[src/rtl/debug_unit_pkg.sv]
// rtl/debug_unit_pkg.sv - shared state encoding and command bytes for the debug unit
package debug_unit_pkg;

  typedef enum logic [3:0] {
    IDLE,
    LOAD,
    WRITE,
    MODE,
    RUN,
    STEP_WAIT,
    STEP,
    SEND,
    DONE
  } state_t;

  localparam logic [7:0] CMD_LOAD = 8'h4C;
  localparam logic [7:0] CMD_CONT = 8'h43;
  localparam logic [7:0] CMD_STEP = 8'h53;
  localparam logic [7:0] CMD_NEXT = 8'h4E;

  localparam logic [31:0] HALT_WORD_DEFAULT = 32'hFC000000;

endpackage

[src/rtl/debug_unit_if.sv]
// rtl/debug_unit_if.sv - UART byte streams, instruction-load bus and pipeline control
interface debug_unit_if #(
  parameter int DATA_WIDTH = 32
);

  logic [7:0]            i_rx_data;
  logic                  i_rx_valid;
  logic [7:0]            o_tx_data;
  logic                  o_tx_valid;
  logic                  i_tx_ready;
  logic [DATA_WIDTH-1:0] o_instruccion;
  logic [DATA_WIDTH-1:0] o_address;
  logic                  o_loading;
  logic                  o_start;
  logic                  o_step;
  logic                  i_finish;
  logic [DATA_WIDTH-1:0] i_result_wb;

  modport master (
    input  i_rx_data, i_rx_valid, i_tx_ready, i_finish, i_result_wb,
    output o_tx_data, o_tx_valid, o_instruccion, o_address, o_loading, o_start, o_step
  );

  modport slave (
    output i_rx_data, i_rx_valid, i_tx_ready, i_finish, i_result_wb,
    input  o_tx_data, o_tx_valid, o_instruccion, o_address, o_loading, o_start, o_step
  );

endinterface

[src/rtl/debug_unit_tx_serializer.sv]
// rtl/debug_unit_tx_serializer.sv - captures a 32-bit word and sends it MSB byte first
module debug_tx_serializer (
  input  logic        clk,
  input  logic        reset,
  input  logic        start,
  input  logic [31:0] word,
  output logic [7:0]  tx_data,
  output logic        tx_valid,
  input  logic        tx_ready,
  output logic        done
);

  logic [31:0] shreg;
  logic [1:0]  byte_cnt;

  always_ff @(posedge clk) begin
    if (reset) begin
      shreg    <= '0;
      byte_cnt <= '0;
      tx_valid <= 1'b0;
      done     <= 1'b0;
    end else begin
      done <= 1'b0;
      if (start) begin
        shreg    <= word;
        byte_cnt <= '0;
        tx_valid <= 1'b1;
      end else if (tx_valid && tx_ready) begin
        // The next byte is exposed by the shift, so it appears the cycle after acceptance.
        if (byte_cnt == 2'd3) begin
          tx_valid <= 1'b0;
          done     <= 1'b1;
        end else begin
          byte_cnt <= byte_cnt + 2'd1;
          shreg    <= {shreg[23:0], 8'h00};
        end
      end
    end
  end

  assign tx_data = shreg[31:24];

endmodule

[src/rtl/debug_unit.sv]
// rtl/debug_unit.sv - UART-driven loader and run/step controller for the pipeline
module debug_unit
  import debug_unit_pkg::*;
#(
  parameter int                    DATA_WIDTH = 32,
  parameter int                    MAX_INSTR  = 256,
  parameter logic [DATA_WIDTH-1:0] HALT_WORD  = DATA_WIDTH'(HALT_WORD_DEFAULT)
) (
  input  logic         i_clock,
  input  logic         i_reset,
  debug_unit_if.master bus
);

  localparam int CNT_W = $clog2(MAX_INSTR + 1);
  localparam logic [CNT_W-1:0] LAST_CNT = CNT_W'(MAX_INSTR - 1);

  state_t                state;
  logic [1:0]            byte_cnt;
  logic [CNT_W-1:0]      word_cnt;
  logic [DATA_WIDTH-1:0] shift_word;
  logic [DATA_WIDTH-1:0] addr;
  logic [DATA_WIDTH-1:0] instr_q;
  logic [DATA_WIDTH-1:0] addr_q;
  logic                  loading_q;
  logic                  start_q;
  logic                  step_q;
  logic                  from_run;
  logic                  tx_start;
  logic                  tx_done;
  logic [7:0]            tx_data;
  logic                  tx_valid;

  logic [DATA_WIDTH-1:0] next_word;
  logic                  rx_load;
  logic                  rx_cont;
  logic                  rx_step;
  logic                  rx_next;

  assign next_word = {shift_word[DATA_WIDTH-9:0], bus.i_rx_data};
  assign rx_load   = bus.i_rx_valid && (bus.i_rx_data == CMD_LOAD);
  assign rx_cont   = bus.i_rx_valid && (bus.i_rx_data == CMD_CONT);
  assign rx_step   = bus.i_rx_valid && (bus.i_rx_data == CMD_STEP);
  assign rx_next   = bus.i_rx_valid && (bus.i_rx_data == CMD_NEXT);

  always_ff @(posedge i_clock) begin
    if (i_reset) begin
      state      <= IDLE;
      byte_cnt   <= '0;
      word_cnt   <= '0;
      shift_word <= '0;
      addr       <= '0;
      instr_q    <= '0;
      addr_q     <= '0;
      loading_q  <= 1'b0;
      start_q    <= 1'b0;
      step_q     <= 1'b0;
      from_run   <= 1'b0;
      tx_start   <= 1'b0;
    end else begin
      loading_q <= 1'b0;
      step_q    <= 1'b0;
      tx_start  <= 1'b0;
      case (state)
        IDLE, DONE: begin
          if (rx_load) begin
            state    <= LOAD;
            byte_cnt <= '0;
            word_cnt <= '0;
            addr     <= '0;
          end
        end
        LOAD: begin
          if (bus.i_rx_valid) begin
            shift_word <= next_word;
            byte_cnt   <= byte_cnt + 2'd1;
            if (byte_cnt == 2'd3) begin
              state     <= WRITE;
              loading_q <= 1'b1;
              instr_q   <= next_word;
              addr_q    <= addr;
            end
          end
        end
        WRITE: begin
          addr     <= addr + DATA_WIDTH'(4);
          word_cnt <= word_cnt + 1'b1;
          byte_cnt <= '0;
          // The halt word has already been written this cycle; stop here or when memory is full.
          if (instr_q == HALT_WORD || word_cnt == LAST_CNT) state <= MODE;
          else                                              state <= LOAD;
        end
        MODE: begin
          if (rx_cont) begin
            state    <= RUN;
            start_q  <= 1'b1;
            from_run <= 1'b1;
          end else if (rx_step) begin
            state    <= STEP_WAIT;
            from_run <= 1'b0;
          end
        end
        RUN: begin
          if (bus.i_finish) begin
            start_q  <= 1'b0;
            state    <= SEND;
            tx_start <= 1'b1;
          end
        end
        STEP_WAIT: begin
          if (bus.i_finish) begin
            state    <= SEND;
            tx_start <= 1'b1;
          end else if (rx_next) begin
            state  <= STEP;
            step_q <= 1'b1;
          end
        end
        STEP: begin
          state    <= SEND;
          tx_start <= 1'b1;
        end
        SEND: begin
          if (tx_done) state <= (from_run || bus.i_finish) ? DONE : STEP_WAIT;
        end
        default: state <= IDLE;
      endcase
    end
  end

  debug_tx_serializer u_tx (
    .clk      (i_clock),
    .reset    (i_reset),
    .start    (tx_start),
    .word     (32'(bus.i_result_wb)),
    .tx_data  (tx_data),
    .tx_valid (tx_valid),
    .tx_ready (bus.i_tx_ready),
    .done     (tx_done)
  );

  assign bus.o_tx_data     = tx_data;
  assign bus.o_tx_valid    = tx_valid;
  assign bus.o_instruccion = instr_q;
  assign bus.o_address     = addr_q;
  assign bus.o_loading     = loading_q;
  assign bus.o_start       = start_q;
  assign bus.o_step        = step_q;

endmodule
[src/flat_wrapper.sv]
// flat-port wrapper written by rule: the top's interface ports become plain ports
module debug_unit_flat import debug_unit_pkg::*;
#(
  parameter int                    DATA_WIDTH = 32,
  parameter int                    MAX_INSTR  = 256,
  parameter logic [DATA_WIDTH-1:0] HALT_WORD  = DATA_WIDTH'(HALT_WORD_DEFAULT)
)
  (i_clock, i_reset, bus_i_rx_data, bus_i_rx_valid, bus_i_tx_ready, bus_i_finish, bus_i_result_wb, bus_o_tx_data, bus_o_tx_valid, bus_o_instruccion, bus_o_address, bus_o_loading, bus_o_start, bus_o_step);
  debug_unit_if #(.DATA_WIDTH(DATA_WIDTH)) bus_i ();
  input  logic i_clock;
  input  logic i_reset;
  input wire logic [$bits(bus_i.i_rx_data)-1:0] bus_i_rx_data;
  input wire logic [$bits(bus_i.i_rx_valid)-1:0] bus_i_rx_valid;
  input wire logic [$bits(bus_i.i_tx_ready)-1:0] bus_i_tx_ready;
  input wire logic [$bits(bus_i.i_finish)-1:0] bus_i_finish;
  input wire logic [$bits(bus_i.i_result_wb)-1:0] bus_i_result_wb;
  output wire logic [$bits(bus_i.o_tx_data)-1:0] bus_o_tx_data;
  output wire logic [$bits(bus_i.o_tx_valid)-1:0] bus_o_tx_valid;
  output wire logic [$bits(bus_i.o_instruccion)-1:0] bus_o_instruccion;
  output wire logic [$bits(bus_i.o_address)-1:0] bus_o_address;
  output wire logic [$bits(bus_i.o_loading)-1:0] bus_o_loading;
  output wire logic [$bits(bus_i.o_start)-1:0] bus_o_start;
  output wire logic [$bits(bus_i.o_step)-1:0] bus_o_step;
  assign bus_i.i_rx_data = bus_i_rx_data;
  assign bus_i.i_rx_valid = bus_i_rx_valid;
  assign bus_i.i_tx_ready = bus_i_tx_ready;
  assign bus_i.i_finish = bus_i_finish;
  assign bus_i.i_result_wb = bus_i_result_wb;
  assign bus_o_tx_data = bus_i.o_tx_data;
  assign bus_o_tx_valid = bus_i.o_tx_valid;
  assign bus_o_instruccion = bus_i.o_instruccion;
  assign bus_o_address = bus_i.o_address;
  assign bus_o_loading = bus_i.o_loading;
  assign bus_o_start = bus_i.o_start;
  assign bus_o_step = bus_i.o_step;
  debug_unit #(.DATA_WIDTH(DATA_WIDTH), .MAX_INSTR(MAX_INSTR), .HALT_WORD(HALT_WORD)) u_core (.i_clock(i_clock), .i_reset(i_reset), .bus(bus_i));
endmodule
[config.mk]
export PLATFORM = sky130hd
export DESIGN_NAME = debug_unit_flat
export DESIGN_NICKNAME = d
export VERILOG_FILES = /design/src/rtl/debug_unit_pkg.sv /design/src/rtl/debug_unit_if.sv /design/src/rtl/debug_unit_tx_serializer.sv /design/src/rtl/debug_unit.sv /design/src/flat_wrapper.sv
export SDC_FILE = /design/constraint.sdc
export NUM_CORES = 1
export LEC_CHECK = 0
export CAP_MARGIN = 40
export CORE_AREA = 3 3 156 97
export DETAILED_ROUTE_END_ITERATION = 7
export DIE_AREA = 0 0 159 100
export GPL_TIMING_DRIVEN = 1
export PLACE_DENSITY_LB_ADDON = 0.1
export SKIP_LAST_GASP = 1
export SLEW_MARGIN = 20
export SYNTH_ARGS = -nofsm -noshare
export SYNTH_HDL_FRONTEND = slang
export SYNTH_SLANG_ARGS = --single-unit
export TNS_END_PERCENT = 10
[constraint.sdc]
create_clock -name i_clock -period 3 [get_ports i_clock]
set_input_delay 0.45 -clock i_clock [delete_from_list [all_inputs] [get_ports i_clock]]
set_output_delay 0.45 -clock i_clock [all_outputs]
set_load 0.05 [all_outputs]
==> reports/qor.csv <==
metric;value;unit
outcome;completed;
post_cts_buffers;0;
groute.usage.overall;22.8;%
drc;0;
finalCritPeriodShare;76.8;%
required;3310;ps
grt_start_max_net_pins;83;
cap_violations;0;
yosys.cell_types.count;57;
finalPower;0.00456;W
first_pass_iters;7;
synth.avg_cell_area;7.91;sq um
synth_edf_count;0;
nFillCells;1262;
place_ws;501;ps
yosysTopAreaCellShare;47.3;%
slew_viol_final;0;
clock_path_buffers;2;
yosysWarnings;0;
startpoint_type;flip-flop;
portBuffers;118;
finalHoldViolCount;0;
overflow;0;
fin_setup_tns;0;ps
finClkSkew;13.3;ps
synth_seq_cells;172;
htree_levels;4;
diodes;0;
fin_crit;2300;ps
grt_pass1_wl;30.1;mm
powerDensity;498;nW/um^2
rsz0062_at_grt;false;
synthTopCellsByArea;dfxtp_1 47%, nand2_1 11%, a21oi_1 9.6%;
grt_pass1_vias;5949;
syn_to_final_growth;25.8;%
antenna_found_initial;0;
root_buffer;clkbuf_16;
drive_gt1_share;6.86;%
routed_wl;18.2;mm
insertion_delay;420;ps
avgViaCountPerCell;5.43;
seq_power_share;50.1;%
clkTransAtPathRegs;60;ps
worst_slew_pin_slew;613;ps
cp_max_fo;13;
end_kind;flip-flop;
finalWeightedCongestion;0.889;
path_class;flip-flop to flip-flop;
hp-class;input pin to flip-flop;
synth_area;7280;sq um
cts_tree;done;
slew-limit-headroom;58.8;%
setup_ws;696;ps
ys_seq_area_share;47.3;%
leakagePower;3.33;nW
ff2ff_setup_slack;700;ps
p_int;0.00353;W
finalSetupViolCount;0;
yosysTopAreaCell;dfxtp_1;
cts_sinks;172;
antenna_left;0;
holdBufCountCts;0;
p_comb_share;2.9;%
synth_async_sr_flop_share;0;%
cts_inserted_buffers;17;
switching_power;0.00103;W
ys.flop_type;dfxtp_1;
irDropWorstVdd;0.338;mV
die_y;100;microns
drt-initial-drc-count;646;
fp.dieW;159;microns
die_area;15900;sq um
p_sw_share;22.6;%
wire_per_inst;15.0;microns
cts_resized;0;
worstPathArrival;2610;ps
routed-via-count;6587;
synth_cells;920;
max_clock_freq;434;MHz
fin_nets;1058;
pin_count;121;
p_clk_share;47.0;%
num_rows;33;
design.core.area;13700;sq um
start_util;53.1;%
place_hpwl;12.3;mm
## area by class of cell
cell class | instances | area (sq um) | share of cell area, %
Tap cell | 192 | 240 | 2.63
Clock buffer | 19 | 443 | 4.84
Clock inverter | 13 | 131 | 1.44
Multi-Input combinational cell | 670 | 3490 | 38.1
Inverter | 8 | 30.0 | 0.328
Timing Repair Buffer | 139 | 1370 | 15.0
Sequential cell | 172 | 3440 | 37.6
## layer usage
layer  GRT usage (%)  share of wire (%)  wire (microns)
met5               0                  0               0
met1            35.3                 52            9420
met3            4.04                5.8            1050
met2            32.6                 42            7550
met4            5.99               0.79             144
## critical path, stage by stage (launching register included)
cell and delay (ps):
dfxtp_1 450, or4b_1 750, nor3_4 270, nand2_1 160, nor3_1 220, mux2_2 350
## power by group through the flow
stage / clock [W] / combinational [W] / sequential, W
CTS: 0.00218 / 0.000132 / 0.00228
global placement: 0 / 0.000131 / 0.00233
floorplan: 0 / 0.0000513 / 0.00233
detailed placement: 0 / 0.000131 / 0.00233
global route: 0.00225 / 0.000142 / 0.00228
finish: 0.00214 / 0.000133 / 0.00228
## kinds of logic after synthesis
| group | count (synthesis) | share of synthesized area (%) |
|---|---|---|
| other | 1 | 0.0515 |
| AOI/OAI and AO/OA | 188 | 14.4 |
| adders and majority gates | 5 | 0.860 |
| DFF | 172 | 47.3 |
| and+or+nand+nor | 434 | 26.8 |
| xor gates and xnor gates | 7 | 0.843 |
| buffers and inverters | 79 | 4.94 |
| muxes | 34 | 4.75 |
## state kept, by name, summed over array words and instances, names as in the netlist
signal / cells
u_core.addr: 30
u_core.word_cnt: 9
u_core.state: 4
u_core.bus.o_instruccion: 32
u_core.from_run: 1
u_core.u_tx.shreg: 32
u_core.tx_start: 1
u_core.bus.o_step: 1
u_core.u_tx.tx_valid: 1
u_core.byte_cnt: 2
u_core.shift_word: 24
u_core.bus.o_start: 1
u_core.bus.o_address: 30
u_core.u_tx.done: 1
u_core.u_tx.byte_cnt: 2
u_core.bus.o_loading: 1
## path summary, 6_finish.rpt
check	from	to	cells past startpoint
worst min register to register	u_core.bus.o_address[12]	u_core.bus.o_address[12]	2
worst min-delay path	i_reset	u_core.word_cnt[8]	2
worst max-delay path	u_core.state[2]	u_core.addr[29]	5
worst max register to register	u_core.state[2]	u_core.addr[29]	5
## cells in the final DEF, fill, tap and decap left out, types with 3 or more instances in the layout
cell type	Yosys	final
clkinv_4	0	4
nand3b_1	4	4
nor2b_1	5	5
nand4_1	17	17
buf_4	11	19
xor2_1	6	6
and3_1	8	8
nor4bb_1	3	3
inv_6	0	4
dfxtp_1	172	171
nand2_1	212	211
ha_1	5	5
clkdlybuf4s50_1	0	117
o2111ai_1	3	3
clkbuf_16	0	17
inv_1	8	8
or2_2	3	3
nor4_1	5	5
mux2i_1	30	30
o31ai_1	8	8
buf_12	0	3
or4_1	4	4
mux2_2	3	3
o211ai_1	3	3
nand3_1	31	31
nor3_1	12	12
or3_1	7	7
a31oi_1	8	8
a21oi_1	139	139
nor2_1	105	105
o21ai_0	10	10
## Yosys cell counts, types with 2 or more instances
| library cell | count |
|---|---|
| nand2_1 | 212 |
| dfxtp_1 | 172 |
| a21oi_1 | 139 |
| nor2_1 | 105 |
| clkbuf_1 | 51 |
| nand3_1 | 31 |
| mux2i_1 | 30 |
| nand4_1 | 17 |
| nor3_1 | 12 |
| buf_4 | 11 |
| o21ai_0 | 10 |
| a31oi_1 | 8 |
| and3_1 | 8 |
| inv_1 | 8 |
| o31ai_1 | 8 |
| or3_1 | 7 |
| xor2_1 | 6 |
| buf_2 | 5 |
| ha_1 | 5 |
| nor2b_1 | 5 |
| nor4_1 | 5 |
| nand3b_1 | 4 |
| or4_1 | 4 |
| and2_1 | 3 |
| mux2_2 | 3 |
| nor4b_1 | 3 |
| nor4bb_1 | 3 |
| o2111ai_1 | 3 |
| o211ai_1 | 3 |
| or2_2 | 3 |
| a22oi_1 | 2 |
| a311oi_1 | 2 |
| a32oi_1 | 2 |
| buf_1 | 2 |
| buf_6 | 2 |
| nand4bb_1 | 2 |
| nor3b_1 | 2 |
| o21a_1 | 2 |
| o41ai_1 | 2 |
## metrics by stage
step,util [%],area [sq um],hold slack (ps),cells
finish,66.7,9150,421,1213
detailed placement,62.6,8580,445,1181
CTS,66.7,9150,406,1213
global placement,62.4,8560,441,1180
floorplan,-,7280,432,921
global route,66.7,9150,445,1213
(Power assumes the default switching activity.)
